<file path="src/rtl/ptp_tsq_reader.sv">
// ptp_tsq_reader
// Bus master that drains the ha1588 RX/TX timestamp queues through the
// register slave port and hands each 128-bit entry to an on-chip consumer
// over a valid/ready stream tagged with the queue it came from.
module ptp_tsq_reader #(
  parameter int unsigned  RD_LAT        = 1,
  parameter int unsigned  POP_SETTLE    = 2,
  parameter int unsigned  POLL_GAP      = 16,
  parameter logic [7:0]   QCTRL_ADDR    = 8'h40,
  parameter logic [7:0]   RXQ_STAT_ADDR = 8'h44,
  parameter logic [7:0]   RXQ_DATA_ADDR = 8'h48,
  parameter logic [7:0]   TXQ_STAT_ADDR = 8'h64,
  parameter logic [7:0]   TXQ_DATA_ADDR = 8'h68,
  parameter logic [31:0]  RX_POP_VAL    = 32'h1,
  parameter logic [31:0]  TX_POP_VAL    = 32'h2
) (
  input  logic          clk,
  input  logic          rst,
  input  logic          en,
  output logic          wr_out,
  output logic          rd_out,
  output logic [7:0]    addr_out,
  output logic [31:0]   data_out,
  input  logic [31:0]   data_in,
  output logic          ts_valid,
  input  logic          ts_ready,
  output logic [127:0]  ts_data,
  output logic          ts_dir,
  output logic          busy
);

  localparam logic [3:0] S_IDLE      = 4'd0;
  localparam logic [3:0] S_STAT_RD   = 4'd1;
  localparam logic [3:0] S_STAT_WAIT = 4'd2;
  localparam logic [3:0] S_STAT_CHK  = 4'd3;
  localparam logic [3:0] S_POP_WR    = 4'd4;
  localparam logic [3:0] S_SETTLE    = 4'd5;
  localparam logic [3:0] S_DATA_RD   = 4'd6;
  localparam logic [3:0] S_DATA_WAIT = 4'd7;
  localparam logic [3:0] S_OUT       = 4'd8;

  // Counters are loaded with "cycles - 1" so the state ends on the
  // cycle where the counter reads zero.
  localparam logic [7:0]  LP_RD_WAIT = 8'(RD_LAT - 1);
  localparam logic [7:0]  LP_SETTLE  = 8'(POP_SETTLE - 1);
  // The IDLE cycle that sees gap==0 is itself one of the idle cycles,
  // so loading POLL_GAP-1 gives exactly POLL_GAP cycles with busy low.
  localparam logic [15:0] LP_GAP     = 16'(POLL_GAP - 1);

  logic [3:0]   r_state;
  logic         r_ptr;          // 0 = RX queue selected, 1 = TX queue
  logic         r_other_done;   // other queue already polled this round
  logic         r_stat_nz;
  logic [7:0]   r_cnt;
  logic [1:0]   r_idx;
  logic [15:0]  r_gap;
  logic         r_wr;
  logic         r_rd;
  logic [7:0]   r_addr;
  logic [31:0]  r_wdata;
  logic         r_ts_valid;
  logic [127:0] r_ts_data;
  logic         r_ts_dir;
  logic         r_busy;

  logic [7:0]   w_stat_cur;
  logic [7:0]   w_stat_oth;
  logic [7:0]   w_data_base;
  logic [31:0]  w_pop_val;
  logic [1:0]   w_idx_nxt;
  logic [7:0]   w_data_addr_nxt;

  assign w_stat_cur      = r_ptr ? TXQ_STAT_ADDR : RXQ_STAT_ADDR;
  assign w_stat_oth      = r_ptr ? RXQ_STAT_ADDR : TXQ_STAT_ADDR;
  assign w_data_base     = r_ptr ? TXQ_DATA_ADDR : RXQ_DATA_ADDR;
  assign w_pop_val       = r_ptr ? TX_POP_VAL : RX_POP_VAL;
  assign w_idx_nxt       = r_idx + 2'd1;
  assign w_data_addr_nxt = w_data_base + {4'd0, w_idx_nxt, 2'b00};

  // Polling / pop / read-out sequencer; strobes are set on the edge that
  // enters the issuing state so they are high for exactly that state cycle.
  always_ff @(posedge clk or negedge rst) begin
    if (!rst) begin
      r_state      <= S_IDLE;
      r_ptr        <= 1'b0;
      r_other_done <= 1'b0;
      r_stat_nz    <= 1'b0;
      r_cnt        <= 8'd0;
      r_idx        <= 2'd0;
      r_gap        <= 16'd0;
      r_wr         <= 1'b0;
      r_rd         <= 1'b0;
      r_addr       <= 8'd0;
      r_wdata      <= 32'd0;
      r_ts_valid   <= 1'b0;
      r_ts_data    <= 128'd0;
      r_ts_dir     <= 1'b0;
      r_busy       <= 1'b0;
    end else begin
      case (r_state)
        S_IDLE: begin
          if (en && (r_gap == 16'd0)) begin
            r_state      <= S_STAT_RD;
            r_rd         <= 1'b1;
            r_addr       <= w_stat_cur;
            r_busy       <= 1'b1;
            r_other_done <= 1'b0;
          end else if (r_gap != 16'd0) begin
            r_gap <= r_gap - 16'd1;
          end else begin
            r_gap <= 16'd0;
          end
        end
        S_STAT_RD: begin
          r_rd    <= 1'b0;
          r_addr  <= 8'd0;
          r_cnt   <= LP_RD_WAIT;
          r_state <= S_STAT_WAIT;
        end
        S_STAT_WAIT: begin
          if (r_cnt == 8'd0) begin
            r_stat_nz <= |data_in[7:0];
            r_state   <= S_STAT_CHK;
          end else begin
            r_cnt <= r_cnt - 8'd1;
          end
        end
        S_STAT_CHK: begin
          if (r_stat_nz) begin
            r_state <= S_POP_WR;
            r_wr    <= 1'b1;
            r_addr  <= QCTRL_ADDR;
            r_wdata <= w_pop_val;
          end else if (!r_other_done) begin
            r_ptr        <= ~r_ptr;
            r_other_done <= 1'b1;
            r_state      <= S_STAT_RD;
            r_rd         <= 1'b1;
            r_addr       <= w_stat_oth;
          end else begin
            // Both empty: flip back so every round starts on the same queue.
            r_ptr   <= ~r_ptr;
            r_gap   <= LP_GAP;
            r_state <= S_IDLE;
            r_busy  <= 1'b0;
          end
        end
        S_POP_WR: begin
          r_wr    <= 1'b0;
          r_addr  <= 8'd0;
          r_wdata <= 32'd0;
          r_cnt   <= LP_SETTLE;
          r_idx   <= 2'd0;
          r_state <= S_SETTLE;
        end
        S_SETTLE: begin
          if (r_cnt == 8'd0) begin
            r_rd    <= 1'b1;
            r_addr  <= w_data_base;
            r_state <= S_DATA_RD;
          end else begin
            r_cnt <= r_cnt - 8'd1;
          end
        end
        S_DATA_RD: begin
          r_rd    <= 1'b0;
          r_addr  <= 8'd0;
          r_cnt   <= LP_RD_WAIT;
          r_state <= S_DATA_WAIT;
        end
        S_DATA_WAIT: begin
          if (r_cnt == 8'd0) begin
            case (r_idx)
              2'd0:    r_ts_data[127:96] <= data_in;
              2'd1:    r_ts_data[95:64]  <= data_in;
              2'd2:    r_ts_data[63:32]  <= data_in;
              2'd3:    r_ts_data[31:0]   <= data_in;
              default: r_ts_data[31:0]   <= data_in;
            endcase
            if (r_idx == 2'd3) begin
              r_ts_dir <= r_ptr;
              r_state  <= S_OUT;
            end else begin
              r_idx   <= w_idx_nxt;
              r_rd    <= 1'b1;
              r_addr  <= w_data_addr_nxt;
              r_state <= S_DATA_RD;
            end
          end else begin
            r_cnt <= r_cnt - 8'd1;
          end
        end
        S_OUT: begin
          // First OUT cycle commits the assembled entry; then hold until taken.
          if (!r_ts_valid) begin
            r_ts_valid <= 1'b1;
          end else if (ts_ready) begin
            r_ts_valid   <= 1'b0;
            r_ptr        <= ~r_ptr;
            r_other_done <= 1'b0;
            r_gap        <= 16'd0;
            if (en) begin
              r_state <= S_STAT_RD;
              r_rd    <= 1'b1;
              r_addr  <= w_stat_oth;
            end else begin
              r_state <= S_IDLE;
              r_busy  <= 1'b0;
            end
          end else begin
            r_ts_valid <= 1'b1;
          end
        end
        default: begin
          r_state    <= S_IDLE;
          r_wr       <= 1'b0;
          r_rd       <= 1'b0;
          r_addr     <= 8'd0;
          r_wdata    <= 32'd0;
          r_ts_valid <= 1'b0;
          r_busy     <= 1'b0;
        end
      endcase
    end
  end

  assign wr_out   = r_wr;
  assign rd_out   = r_rd;
  assign addr_out = r_addr;
  assign data_out = r_wdata;
  assign ts_valid = r_ts_valid;
  assign ts_data  = r_ts_data;
  assign ts_dir   = r_ts_dir;
  assign busy     = r_busy;

endmodule
</file>
<file path="config.mk">
export PLATFORM = sky130hd
export DESIGN_NAME = ptp_tsq_reader
export DESIGN_NICKNAME = d
export VERILOG_FILES = /design/src/rtl/ptp_tsq_reader.sv
export SDC_FILE = /design/constraint.sdc
export NUM_CORES = 1
export LEC_CHECK = 0
export ABC_AREA = 1
export BUFFER_PORTS_ARGS = -buffer_cell sky130_fd_sc_hd__buf_2
export CAP_MARGIN = 20
export CELL_PAD_IN_SITES_DETAIL_PLACEMENT = 2
export CELL_PAD_IN_SITES_GLOBAL_PLACEMENT = 2
export CORE_MARGIN = 1
export CORE_UTILIZATION = 32
export CTS_CLUSTER_DIAMETER = 30
export DETAILED_ROUTE_END_ITERATION = 6
export GPL_ROUTABILITY_DRIVEN = 0
export PLACE_DENSITY = 0.84
export SLEW_MARGIN = 20
export SYNTH_ARGS = -nofsm -noshare
export SYNTH_HDL_FRONTEND = slang
export SYNTH_SLANG_ARGS = --single-unit
</file>
<file path="constraint.sdc">
create_clock -name clk -period 2.4 [get_ports clk]
set_clock_uncertainty 0.15 [all_clocks]
set_input_delay 0.24 -clock clk [delete_from_list [all_inputs] [get_ports clk]]
set_output_delay 0.24 -clock clk [all_outputs]
set_load 0.02 [all_outputs]
</file>
* After elaboration in Yosys (flattened, before gate mapping)
Index checks and enable logic that the tools add are counted.
Storage, ports and cells: register bits after elaboration 206, bits in latches 0, bits in writable memories 0, bits in read-only memories 0, input port bits 36, output and inout port bits 173, word-level logic and storage cells 155, memories 0
Operators by class: add/subtract/negate cells 4, multipliers 0, div/mod/pow operators 0, $lt $le $gt $ge 0, equality and inequality tests 27, shift operators 0, multiplexer cells 69, bitwise operators 5, reductions and logical operators 32
Operators by type and width (count):
- 16-bit two-way mux | 6
- 8-bit two-way mux | 10
- 32-bit case mux with 2 select lines | 1
- 16-bit case mux with 3 select lines | 1
- 8-bit case mux with 6 select lines | 1
- 4-bit case mux with 9 select lines | 1
- 32-bit two-way mux | 1
- 2-bit inequality test, second input constant | 15
- 4-bit two-way mux | 7
- 1-bit two-way mux | 26
- 8-bit case mux with 3 select lines | 1
- 6-bit two-way mux | 3
- 4-bit by 3-bit == test with 1-bit output, second input constant | 4
- 16-bit logical NOT | 1
- 16-bit nonzero test | 1
- 8-bit OR reduction | 2
- 16-bit by 1-bit subtractor with 16-bit output, second input constant | 1
- 3-bit AND reduction | 5
- 6-bit AND reduction | 2
- 10-bit AND reduction | 1
- 9-bit AND reduction | 1
- 7-bit by 4-bit adder with 8-bit output | 1
- 4-bit by 2-bit == test with 1-bit output, second input constant | 2
- 8-bit logical NOT | 1
- 28 further kinds | 42

* Longest topological paths before layout
Gate-level depths: netlist of run 1.
word-level depth 5, gate-level depth with buffers 11

* Worst setup path before layout of run 1
OpenSTA, ideal clock, no wires.
kind flip-flop to flip-flop, start register r_gap[0], end register r_addr[2] (netlist: addr_out[2]), library setup time 0.066 ns, data arrival time 1.543 ns, data required time 2.184 ns, slack 0.641 ns, stages on the path, launching flop included 10, clock period less this slack 1.759 ns, cells stage by stage dfrtp_1 -> inv_1 -> ha_1 -> nand2_1 -> nor2_1 -> nand3_1 -> nand2_1 -> buf_2 -> nand4_1 -> nand2_1
Between the ends: cells in the longest elaborated chain, start to end 4
RTL lines:
- from (decl) | line 56 | logic [15:0] r_gap;
- from (signal assigned) | line 109 | r_gap <= r_gap - 16'd1;
- 16-bit logical NOT | line 102 | if (en && (r_gap == 16'd0)) begin
- 1-bit logical AND | line 102
- 2-bit inequality test (no line)
- 9-bit AND reduction (no line)
- to (signal assigned) | line 105 | r_addr <= w_stat_cur;
- to (signal assigned) | line 139 | r_addr <= w_stat_oth;
- to (signal assigned) | line 159 | r_addr <= w_data_base;
- to (decl) | line 59 | logic [7:0] r_addr;
No other way between the ends. A chain may end at the register's enable or synchronous reset.

* Final worst setup path of run 1
start register r_gap[13], end register r_addr[5] (netlist: addr_out[5])
The elaborated chain is that of the path after synthesis.

==> summary.txt, run 1 <==
Pwr
  – Leakage: approximately 5 nW
  – Cell Pwr Density: 1290 nW/um^2
  – Clock power share: 21.7%
  – Switch Pwr: between 0.005 and 0.006 W
  – Comb pwr share: around 43%
  – Seq pwr share: a little over a third
  – Pint: roughly 0.0071 W
  – Sw frac: ~44%
  – Worst IR Drop VDD: around 0.46 mV

CTS
  – Num CTS Buffers: 17
  – Clk sink count: around 170
  – Clock latency on the worst-skew pair: approximately 0.42 ns
  – Clk slew on worst S/H paths: approximately 0.080 ns
  – Resized cells post-CTS: 0
  – Root Driver: clkbuf_16
  – Post-CTS Repair Setup Buffers: 0
  – CTS tree: yes
  – Bufs on Longest Clock Path: 2
  – H-tree level count: 4
  – Hold-fix buffers at CTS: 8

Global route
  – Pin count of the biggest net entering global routing: 65
  – Initial antenna violation count: 0
  – GR Util All Layers: approximately a fifth
  – Global-route wire length before repair: a little over 40000 um
  – Grt total ovfl: 0
  – Vias in the first global route: 7543

Hold path
  – HP Class: in2reg
  – Worst Hold End: ts_data[27]
  – Hold Crit Start: data_in[27]
  – WHS Path Cells: 3

Setup path
  – FF-to-FF Start: r_gap[13]
  – Worst setup EP type: flip-flop
  – RR Endpoint: addr_out[5]
  – Largest stage delay, worst path: between 0.4 and 0.5 ns
  – CP Class: reg2reg
  – Critical Path AT: approximately 2.3 ns
  – CP max FO: 15
  – R2R depth: 8
  – CP max-delay cell: dfrtp_1
  – R2r setup slk: about 0.3 ns
  – CP startpoint kind: flip-flop
  – Most used cell, CP: nand2_1
  – CP Data Required Time: approximately 2.6 ns
  – WP buf/inv: 0
  – Delay-heaviest family, CP: simple AND/OR/NAND/NOR gates
  – CP Cell Sequence: nor2_1 > nand2_1 > nor2_1 > nand3_1 > nand2_1 > nand3_2 > nand2_1 > nand2_1

Timing
  – Final setup viols: 0
  – Final Hold Vio Count: 0
  – Max Transition Viols Final: 0
  – Tmin final: approximately 2.1 ns
  – Period Utilization, post-route: roughly 87%
  – Fin worst setup slack: 0.306 ns
  – Worst-margin pin slew: 0.561 ns
  – Unrepaired setup endpoints after global routing: no
  – Sum Neg Setup Slack: 0 ns
  – Fmax: 0.478 GHz
  – Slew headroom: ~63%

Drt
  – Final WL: about 25000 um
  – DRT iter0 DRCs: ~300
  – 1st-pass router iterations: 4
  – Antenna Nets Post-Route: 0
  – Remaining DRCs: 0
  – Avg Vias per Cell: between 4 and 5
  – Detailed-route wire length per cell: ~18 um
  – DR vias: approximately 6700

Logic synthesis
  – FF+latch count, synth: 173
  – Fraction of registers with async set/reset: 100%
  – Netlist cell types: 35
  – Cell taking the most area after synthesis: dfrtp_1
  – Seq/Total Area, Yosys: 53.2%
  – Post-synthesis cell area: 8140 um^2
  – Largest cells by area after synthesis: dfrtp_1 53%, nand2_1 12%, o21a_1 8.9%
  – Post-synth EDFFs: 0
  – Synth Instances: a little under 900
  – Average size of a mapped cell: 9.18 um^2
  – Most used flip-flop cell after synthesis: dfrtp_1
  – Yosys warning total: 0
  – Synth top area share: a little over half

Cells and area
  – Commonest non-fill, non-tap cell in the layout: nand2_1
  – Most frequent cells in the layout: 268 x nand2_1, 174 x buf_2, 173 x dfrtp_1, 96 x o21a_1, 71 x inv_1
  – Filler cell count: around 2800
  – Final net count: between 1000 and 1500
  – Storage element area: 4330 um^2
  – Layout cells sized above 1: approximately a quarter
  – Area of the multi-input gates: ~3200 um^2
  – Area growth from synthesis to layout: 22.3%
  – N_diodes: 0
  – Fin util: about two fifths

Die
  – Starting Density: 33.1%
  – DIE AREA: around 26000 um^2
  – Die Height: 161 um
  – Die width: around 160 um
  – Core Region: around 25000 um^2
  – IO Count: between 200 and 250
  – # rows: between 50 and 60

Outcome
  – Outcome: finished, final reports clean

Run
  – Number of max-cap violations: 0

Placed design
  – DP Worst Slack: between 0.3 and 0.4 ns
  – Port buffer count: ~180
  – Post-DP HPWL: between 15000 and 20000 um
power groups by stage:
stage	registers [W]	logic, W	clock network (W)
3_5_place_dp	0.00457	0.00557	0
6_report	0.00452	0.00555	0.00279
5_1_grt	0.00464	0.00614	0.00296
4_1_cts	0.00453	0.00563	0.00286
2_1_floorplan	0.00537	0.00283	0
3_3_place_gp	0.00450	0.00535	0
state kept, by name, indices dropped and copies added, names as in the netlist, 2 cells and up:
register and cells:
addr_out 5, r_gap 16, r_cnt 8, r_idx 2
ts_data 128, r_state 4, data_out 2
routing by layer:
layer | wire [um] | up-vias | global-route usage, %
li1 | - | 3163 | -
met1 | 10500 | 3383 | 24.0
met2 | 12400 | 154 | 34.3
met3 | 1790 | 17 | 6.88
met4 | 255 | 0 | 3.82
met5 | 0 | - | 0
worst min-delay path, cell delays in order:
cell     delay [ns]
buf_2          0.08
inv_1          0.07
o21ai_0        0.15
per-stage QoR:
step           hold WS (ns)  instances  instance area, um^2  total power (W)
3_5_place_dp          0.109       1372                 9280           0.0101
6_report           0.000655       1412                 9950           0.0129
3_3_place_gp          0.102       1372                 9280          0.00985
5_1_grt              0.0270       1412                 9950           0.0137
2_1_floorplan        -0.206        918                 8260          0.00820
4_1_cts             0.00197       1412                 9950           0.0130
area by class of cell:
class / count / share of cell area, %
sequential: 173 / 43.5
inverter: 74 / 2.84
tap: 324 / 4.07
timing repair buffer: 201 / 11.8
clock inverter: 15 / 1.72
clock buffer: 17 / 4.27
multi-input combinational: 608 / 31.8
cells in the mapped netlist, types with 2 or more instances:
library cell    n
dfrtp_1       173
nand2_2         3
ha_1            7
nor2_1         46
nor2_8          4
nand4_2         2
nand3b_1        5
nand3_2         2
nand3_1        27
nand2_1       268
nor3_1          4
buf_6           8
o21ai_1         3
buf_2           7
a21oi_1         5
o21ai_0        46
inv_1          71
buf_4          46
o22ai_1         2
nand2_4         8
nand4_1        26
o21a_1         96
clkbuf_1        2
xor2_1          3
inv_2           2
nor2_4          5
o21bai_1        3
xnor2_1         2
o21ai_2         4
cells by family (layout without fill, tap and decap cells):
group	after synthesis	count (layout)	synth area share, %
AND/OR/NAND/NOR	403	403	22.7
flip-flops	173	173	53.2
AO/OA/AOI/OAI	160	160	13.1
buffers and inverters	137	307	9.35
adder cells (fa/ha/maj)	7	7	1.08
XOR/XNOR	5	5	0.538
other	1	33	0.0461
how the worst max path moves through the flow:
stage	start	endpoint	slack (ns)	depth (start not counted)
finish	r_gap[13]	addr_out[5]	0.31	8
global route	r_gap[0]	addr_out[2]	0.14	9
CTS	r_cnt[0]	ts_data[113]	0.32	9
detailed placement	r_cnt[0]	ts_data[52]	0.36	9
global placement	r_state[1]	r_gap[4]	0.43	11
floorplan	r_gap[0]	addr_out[2]	0.64	9
Note: power is estimated with default switching activity, not from simulation.
==> run 2: changes to the inputs <==
--- a/config.mk
+++ b/config.mk
@@ -11,11 +11,12 @@
 export CELL_PAD_IN_SITES_DETAIL_PLACEMENT = 2
 export CELL_PAD_IN_SITES_GLOBAL_PLACEMENT = 2
 export CORE_MARGIN = 1
-export CORE_UTILIZATION = 32
+export CORE_UTILIZATION = 33
+export CTS_BUF_LIST = sky130_fd_sc_hd__clkbuf_8
 export CTS_CLUSTER_DIAMETER = 30
 export DETAILED_ROUTE_END_ITERATION = 6
 export GPL_ROUTABILITY_DRIVEN = 0
-export PLACE_DENSITY = 0.84
+export PLACE_DENSITY = 0.86
 export SLEW_MARGIN = 20
 export SYNTH_ARGS = -nofsm -noshare
 export SYNTH_HDL_FRONTEND = slang
==> run 2 against run 1 <==
Against the previous run: final area grew 0.45%; first-iteration DRC count is 8.7% lower; sequential power about the same; via count grew 2.9%; non-clock buffer count increased by 22; maximum frequency shrank 3.2%; hold slack gained 0.024 ns; power is 5.1% lower; clock-buffer cell count unchanged; cell count rose by 1.6%; sequential share of layout area is 0.20 points lower; combinational power barely moved; critical path type unchanged; largest cell class unchanged.
==> summary.txt, run 2 (synthesized netlist as in run 1, its figures left out) <==
Timing
  – Slew headroom: roughly two thirds
  – Max Transition Viols Final: 0
  – Tmin final: about 2.2 ns
  – Period Utilization, post-route: 90.1%
  – Final setup viols: 0
  – Final Hold Vio Count: 0
  – Fmax: roughly 0.46 GHz
  – Worst-margin pin slew: roughly 0.53 ns
  – Hold slack: about 0.025 ns
  – Sum Neg Setup Slack: 0 ns
  – Unrepaired setup endpoints after global routing: no

Cells and area
  – Design Area, Final: about 10000 um^2
  – Filler cell count: between 2000 and 3000
  – Storage element area: 4330 um^2
  – Fin util: between 40% and 50%
  – Most frequent cells in the layout: 268 x nand2_1, 174 x buf_2, 173 x dfrtp_1, 96 x o21a_1, 71 x inv_1
  – Max reg flops: approximately 130
  – Final net count: about 1100
  – Commonest non-fill, non-tap cell in the layout: nand2_1
  – Area growth from synthesis to layout: 22.9%
  – Layout cells sized above 1: a little under a quarter
  – Area of the multi-input gates: 3170 um^2
  – N_diodes: 0

Outcome
  – Outcome: finished, final reports clean

CTS
  – Bufs on Longest Clock Path: 2
  – Num CTS Buffers: 17
  – Resized cells post-CTS: 0
  – Clk sink count: 173
  – H-tree level count: 4
  – Clock latency on the worst-skew pair: about 0.46 ns
  – Clk slew on worst S/H paths: 0.11 ns
  – CTS tree: yes
  – Root Driver: clkbuf_8

Setup path
  – CP Cell Sequence: inv_1 > ha_1 > nand2_1 > nor2_4 > nand2_4 > nor2_8 > buf_12 > nand2_1 > o21a_1
  – CP Data Required Time: around 2.6 ns
  – Most used cell, CP: nand2_1
  – CP max-delay cell: dfrtp_1
  – Critical Path AT: approximately 2.4 ns
  – Largest stage delay, worst path: roughly 0.41 ns
  – CP Class: reg2reg
  – Worst setup EP type: flip-flop
  – R2R depth: 9
  – CP startpoint kind: flip-flop
  – CP max FO: 24

Global route
  – Vias in the first global route: ~7800
  – Initial antenna violation count: 1
  – Grt total ovfl: 0
  – Global-route wire length before repair: roughly 43000 um
  – Pin count of the biggest net entering global routing: 65
  – GR Util All Layers: 21.6%

Drt
  – Final WL: between 20000 and 30000 um
  – DR vias: roughly 7000
  – DRT iter0 DRCs: 273
  – Avg Vias per Cell: a little under 5
  – Remaining DRCs: 0
  – 1st-pass router iterations: 5
  – Antenna Nets Post-Route: 0
  – Detailed-route wire length per cell: ~19 um

Die
  – # rows: between 50 and 60
  – Die width: around 160 um
  – DIE AREA: 25300 um^2
  – Starting Density: between 30% and 40%
  – IO Count: ~210
  – Die Height: 159 um
  – Core Region: around 24000 um^2

Placed design
  – Post-DP HPWL: 18500 um
  – Port buffer count: roughly 180
  – Placed cell areas: roughly 9300 um^2

Pwr
  – Leakage: 4.98 nW
  – Worst IR Drop VDD: 0.410 mV
  – Cell Pwr Density: between 1000 and 1500 nW/um^2

Hold path
  – HP Class: in2reg
  – WHS Path Cells: 4

Run
  – Number of max-cap violations: 0
==> run 2: power by group <==
part           internal [W]  switching (W)
Clock              0.000794        0.00130
Sequential          0.00385       0.000675
Combinational       0.00188        0.00370
==> run 2: worst max-delay path: cells and delay by family (launching register included) <==
kind,cells,cell delay [ns]
simple gates,5,0.86
flops,1,0.41
buf+inv,2,0.34
fa+ha+maj,1,0.15
compound gates,1,0.13
==> run 2: cell type report <==
| type | count | area share (%) |
|---|---|---|
| repair buffers | 223 | 14.1 |
| multi-input cells | 608 | 31.7 |
| clock inverters | 15 | 1.73 |
| inverters | 74 | 2.83 |
| clock buffers | 17 | 2.34 |
| well taps | 324 | 4.05 |
| flip-flops and latches | 173 | 43.3 |
==> run 2: stage by stage <==
stage | worst slack, ns | std cells | total power (W)
global route | 0.0769 | 1434 | 0.0130
global placement | 0.378 | 1371 | 0.00979
floorplan | 0.641 | 918 | 0.00820
CTS | 0.196 | 1434 | 0.0123
detailed placement | 0.302 | 1371 | 0.0101
finish | 0.237 | 1434 | 0.0122
==> run 2: final timing paths <==
path                             start            to  slack [ns]
max                           r_cnt[1]  ts_data[112]        0.24
min                        data_in[29]  ts_data[125]        0.02
max reg2reg                   r_cnt[1]  ts_data[112]        0.24
min reg2reg                addr_out[4]   addr_out[4]        0.33
max in group asynchronous          rst     r_gap[11]        1.23
min in group asynchronous          rst   ts_data[64]        0.13
==> run 2: per-layer routing <==
layer / share of wire, % / global-route usage, % / vias up
li1: - / - / 3208
met1: 42 / 25.2 / 3499
met2: 50 / 37.9 / 166
met3: 6.1 / 6.51 / 36
met4: 1.7 / 6.47 / 0
met5: 0 / 0 / -
==> run 2: repair_timing <==
action | in CTS | in global routing
buffers inserted | 0 | 0
hold buffers | 31 | 0
hold endpoints to repair | 230 | 0
==> run 3: changes to the inputs <==
--- a/config.mk
+++ b/config.mk
@@ -6,17 +6,18 @@
 export NUM_CORES = 1
 export LEC_CHECK = 0
 export ABC_AREA = 1
+export ABC_CLOCK_PERIOD_IN_PS = 2700
 export BUFFER_PORTS_ARGS = -buffer_cell sky130_fd_sc_hd__buf_2
 export CAP_MARGIN = 20
 export CELL_PAD_IN_SITES_DETAIL_PLACEMENT = 2
 export CELL_PAD_IN_SITES_GLOBAL_PLACEMENT = 2
 export CORE_MARGIN = 1
-export CORE_UTILIZATION = 33
+export CORE_UTILIZATION = 35
 export CTS_BUF_LIST = sky130_fd_sc_hd__clkbuf_8
 export CTS_CLUSTER_DIAMETER = 30
 export DETAILED_ROUTE_END_ITERATION = 6
 export GPL_ROUTABILITY_DRIVEN = 0
-export PLACE_DENSITY = 0.86
+export PLACE_DENSITY = 0.9
 export SLEW_MARGIN = 20
 export SYNTH_ARGS = -nofsm -noshare
 export SYNTH_HDL_FRONTEND = slang
==> constraint.sdc (replaced) <==
create_clock -name clk -period 2.7 [get_ports clk]
set_clock_uncertainty 0.15 [all_clocks]
set_input_delay 0.27 -clock clk [delete_from_list [all_inputs] [get_ports clk]]
set_output_delay 0.27 -clock clk [all_outputs]
set_load 0.02 [all_outputs]
==> run 3 against run 2 <==
Against the previous run: non-clock buffer count down 18; clock power down 11%; largest cell class unchanged; largest power group unchanged; cell count down 4.0%; hold slack better by 0.0076 ns.
==> summary.txt, run 3 (synthesized netlist as in run 1, its figures left out) <==
Setup path
  – WP buf/inv: 2
  – Critical Path AT: about 2.5 ns
  – R2r setup slk: about 0.44 ns
  – CP max-delay cell: dfrtp_1
  – CP Class: reg2reg
  – Worst setup EP type: flip-flop
  – Largest stage delay, worst path: between 0.3 and 0.4 ns
  – CP Data Required Time: roughly 2.9 ns
  – CP max FO: 22
  – Most used cell, CP: nand2_1
  – Delay-heaviest family, CP: simple AND/OR/NAND/NOR gates
  – CP Cell Sequence: inv_1 > ha_1 > nand2_1 > nor2_4 > nand2_4 > nor2_8 > buf_4 > nand2_1 > o21a_1
  – CP startpoint kind: flip-flop
  – FF-to-FF Start: r_cnt[0]
  – R2R depth: 9
  – RR Endpoint: ts_data[126]

Timing
  – Final Hold Vio Count: 0
  – Fmax: around 0.44 GHz
  – Tmin final: ~2.3 ns
  – Max Transition Viols Final: 0
  – Sum Neg Setup Slack: 0 ns
  – Period Utilization, post-route: 83.6%
  – Unrepaired setup endpoints after global routing: no
  – Hold slack: roughly 0.033 ns
  – Slew headroom: 62.8%
  – Worst-margin pin slew: roughly 0.56 ns
  – Final setup viols: 0

Die
  – # rows: 55
  – Die Height: ~150 um
  – Die width: around 150 um
  – Starting Density: a little over a third
  – IO Count: approximately 210
  – DIE AREA: between 20000 and 25000 um^2
  – Core Region: 22700 um^2

Cells and area
  – Commonest non-fill, non-tap cell in the layout: nand2_1
  – N_diodes: 0
  – Area growth from synthesis to layout: 19.9%
  – Final net count: ~1100
  – Layout cells sized above 1: 23.1%
  – Max reg flops: about 130
  – Design Area, Final: 9760 um^2
  – Most frequent cells in the layout: 268 x nand2_1, 174 x buf_2, 173 x dfrtp_1, 96 x o21a_1, 71 x inv_1

Global route
  – Pin count of the biggest net entering global routing: 67
  – GR Util All Layers: approximately 25%
  – Global-route wire length before repair: ~46000 um
  – Vias in the first global route: about 8000
  – Initial antenna violation count: 0
  – Grt total ovfl: 0

CTS
  – H-tree level count: 4
  – Root Driver: clkbuf_8
  – Resized cells post-CTS: 0
  – Bufs on Longest Clock Path: 2
  – Clk slew on worst S/H paths: about 0.10 ns
  – CTS tree: yes
  – Num CTS Buffers: 17
  – Hold-fix buffers at CTS: 18
  – Clock latency on the worst-skew pair: between 0.4 and 0.5 ns
  – Post-CTS Repair Setup Buffers: 0
  – Clk sink count: between 150 and 200

Placed design
  – Post-DP HPWL: 19100 um
  – Port buffer count: roughly 180
  – Placed cell areas: around 9200 um^2

Drt
  – DRT iter0 DRCs: approximately 280
  – Remaining DRCs: 0
  – Detailed-route wire length per cell: 20.9 um
  – DR vias: between 6000 and 7000
  – Final WL: just under 30000 um
  – Antenna Nets Post-Route: 0
  – 1st-pass router iterations: 4
  – Avg Vias per Cell: roughly 5.0

Outcome
  – Outcome: finished, final reports clean

Pwr
  – Cell Pwr Density: roughly 1100 nW/um^2
  – Leakage: 4.90 nW
  – Worst IR Drop VDD: around 0.5 mV

Hold path
  – HP Class: in2reg
  – Hold Crit Start: data_in[27]
  – WHS Path Cells: 4
  – Worst Hold End: ts_data[59]

Run
  – Number of max-cap violations: 0
-- run 3: cell count changes in the layout (fill, tap and decap cells not counted), sizes merged --
cell,delta
buf,-5
clkbuf,+1
inv,+1
clkinv,-3
clkinvlp,+1
dlygate4sd3,-13
-- run 3: tightest hold or removal path, delay by kind of cell --
family / cells / cell delay (ns)
buffers and inverters: 2 / 0.15
AOI/OAI and AO/OA: 1 / 0.11
and+or+nand+nor: 1 / 0.08
-- run 3: metrics by stage --
stage	util (%)	total power, W	setup WS [ns]	std cells
2_1_floorplan	-	0.00729	0.941	918
4_1_cts	43.0	0.0109	0.396	1377
6_report	43.0	0.0109	0.443	1377
3_5_place_dp	40.4	0.00895	0.457	1327
3_3_place_gp	40.4	0.00861	0.597	1327
5_1_grt	43.0	0.0116	0.223	1377
-- run 3: cell type report --
cell class	instances	area (um^2)
Tap cell	285	357
Clock buffer	18	248
Timing Repair Buffer	205	1230
Inverter	74	283
Sequential cell	173	4330
Clock inverter	14	145
Multi-Input combinational cell	608	3170
Fill cell	2500	13000
-- run 3: power by group --
part           internal, W  leakage, nW  switching (W)
clock             0.000718        0.199        0.00113
sequential         0.00343         2.07       0.000643
combinational      0.00159         2.63        0.00337
-- run 3: worst max-delay path by stage --
| stage | cells past startpoint | end | slack (ns) | start |
|---|---|---|---|---|
| after CTS | 9 | ts_data[126] | 0.40 | r_cnt[0] |
| after global placement | 9 | addr_out[5] | 0.60 | r_gap[0] |
| after floorplan | 9 | addr_out[2] | 0.94 | r_gap[0] |
| after detailed placement | 9 | addr_out[5] | 0.46 | r_gap[0] |
| final | 9 | ts_data[126] | 0.44 | r_cnt[0] |
| after global routing | 9 | addr_out[6] | 0.22 | r_gap[0] |
-- run 3: per-layer routing --
layer	global-route usage, %	share of wire, %
met1	28.5	40
met2	46.8	53
met3	6.72	5.3
met4	6.65	1.7
met5	0	0
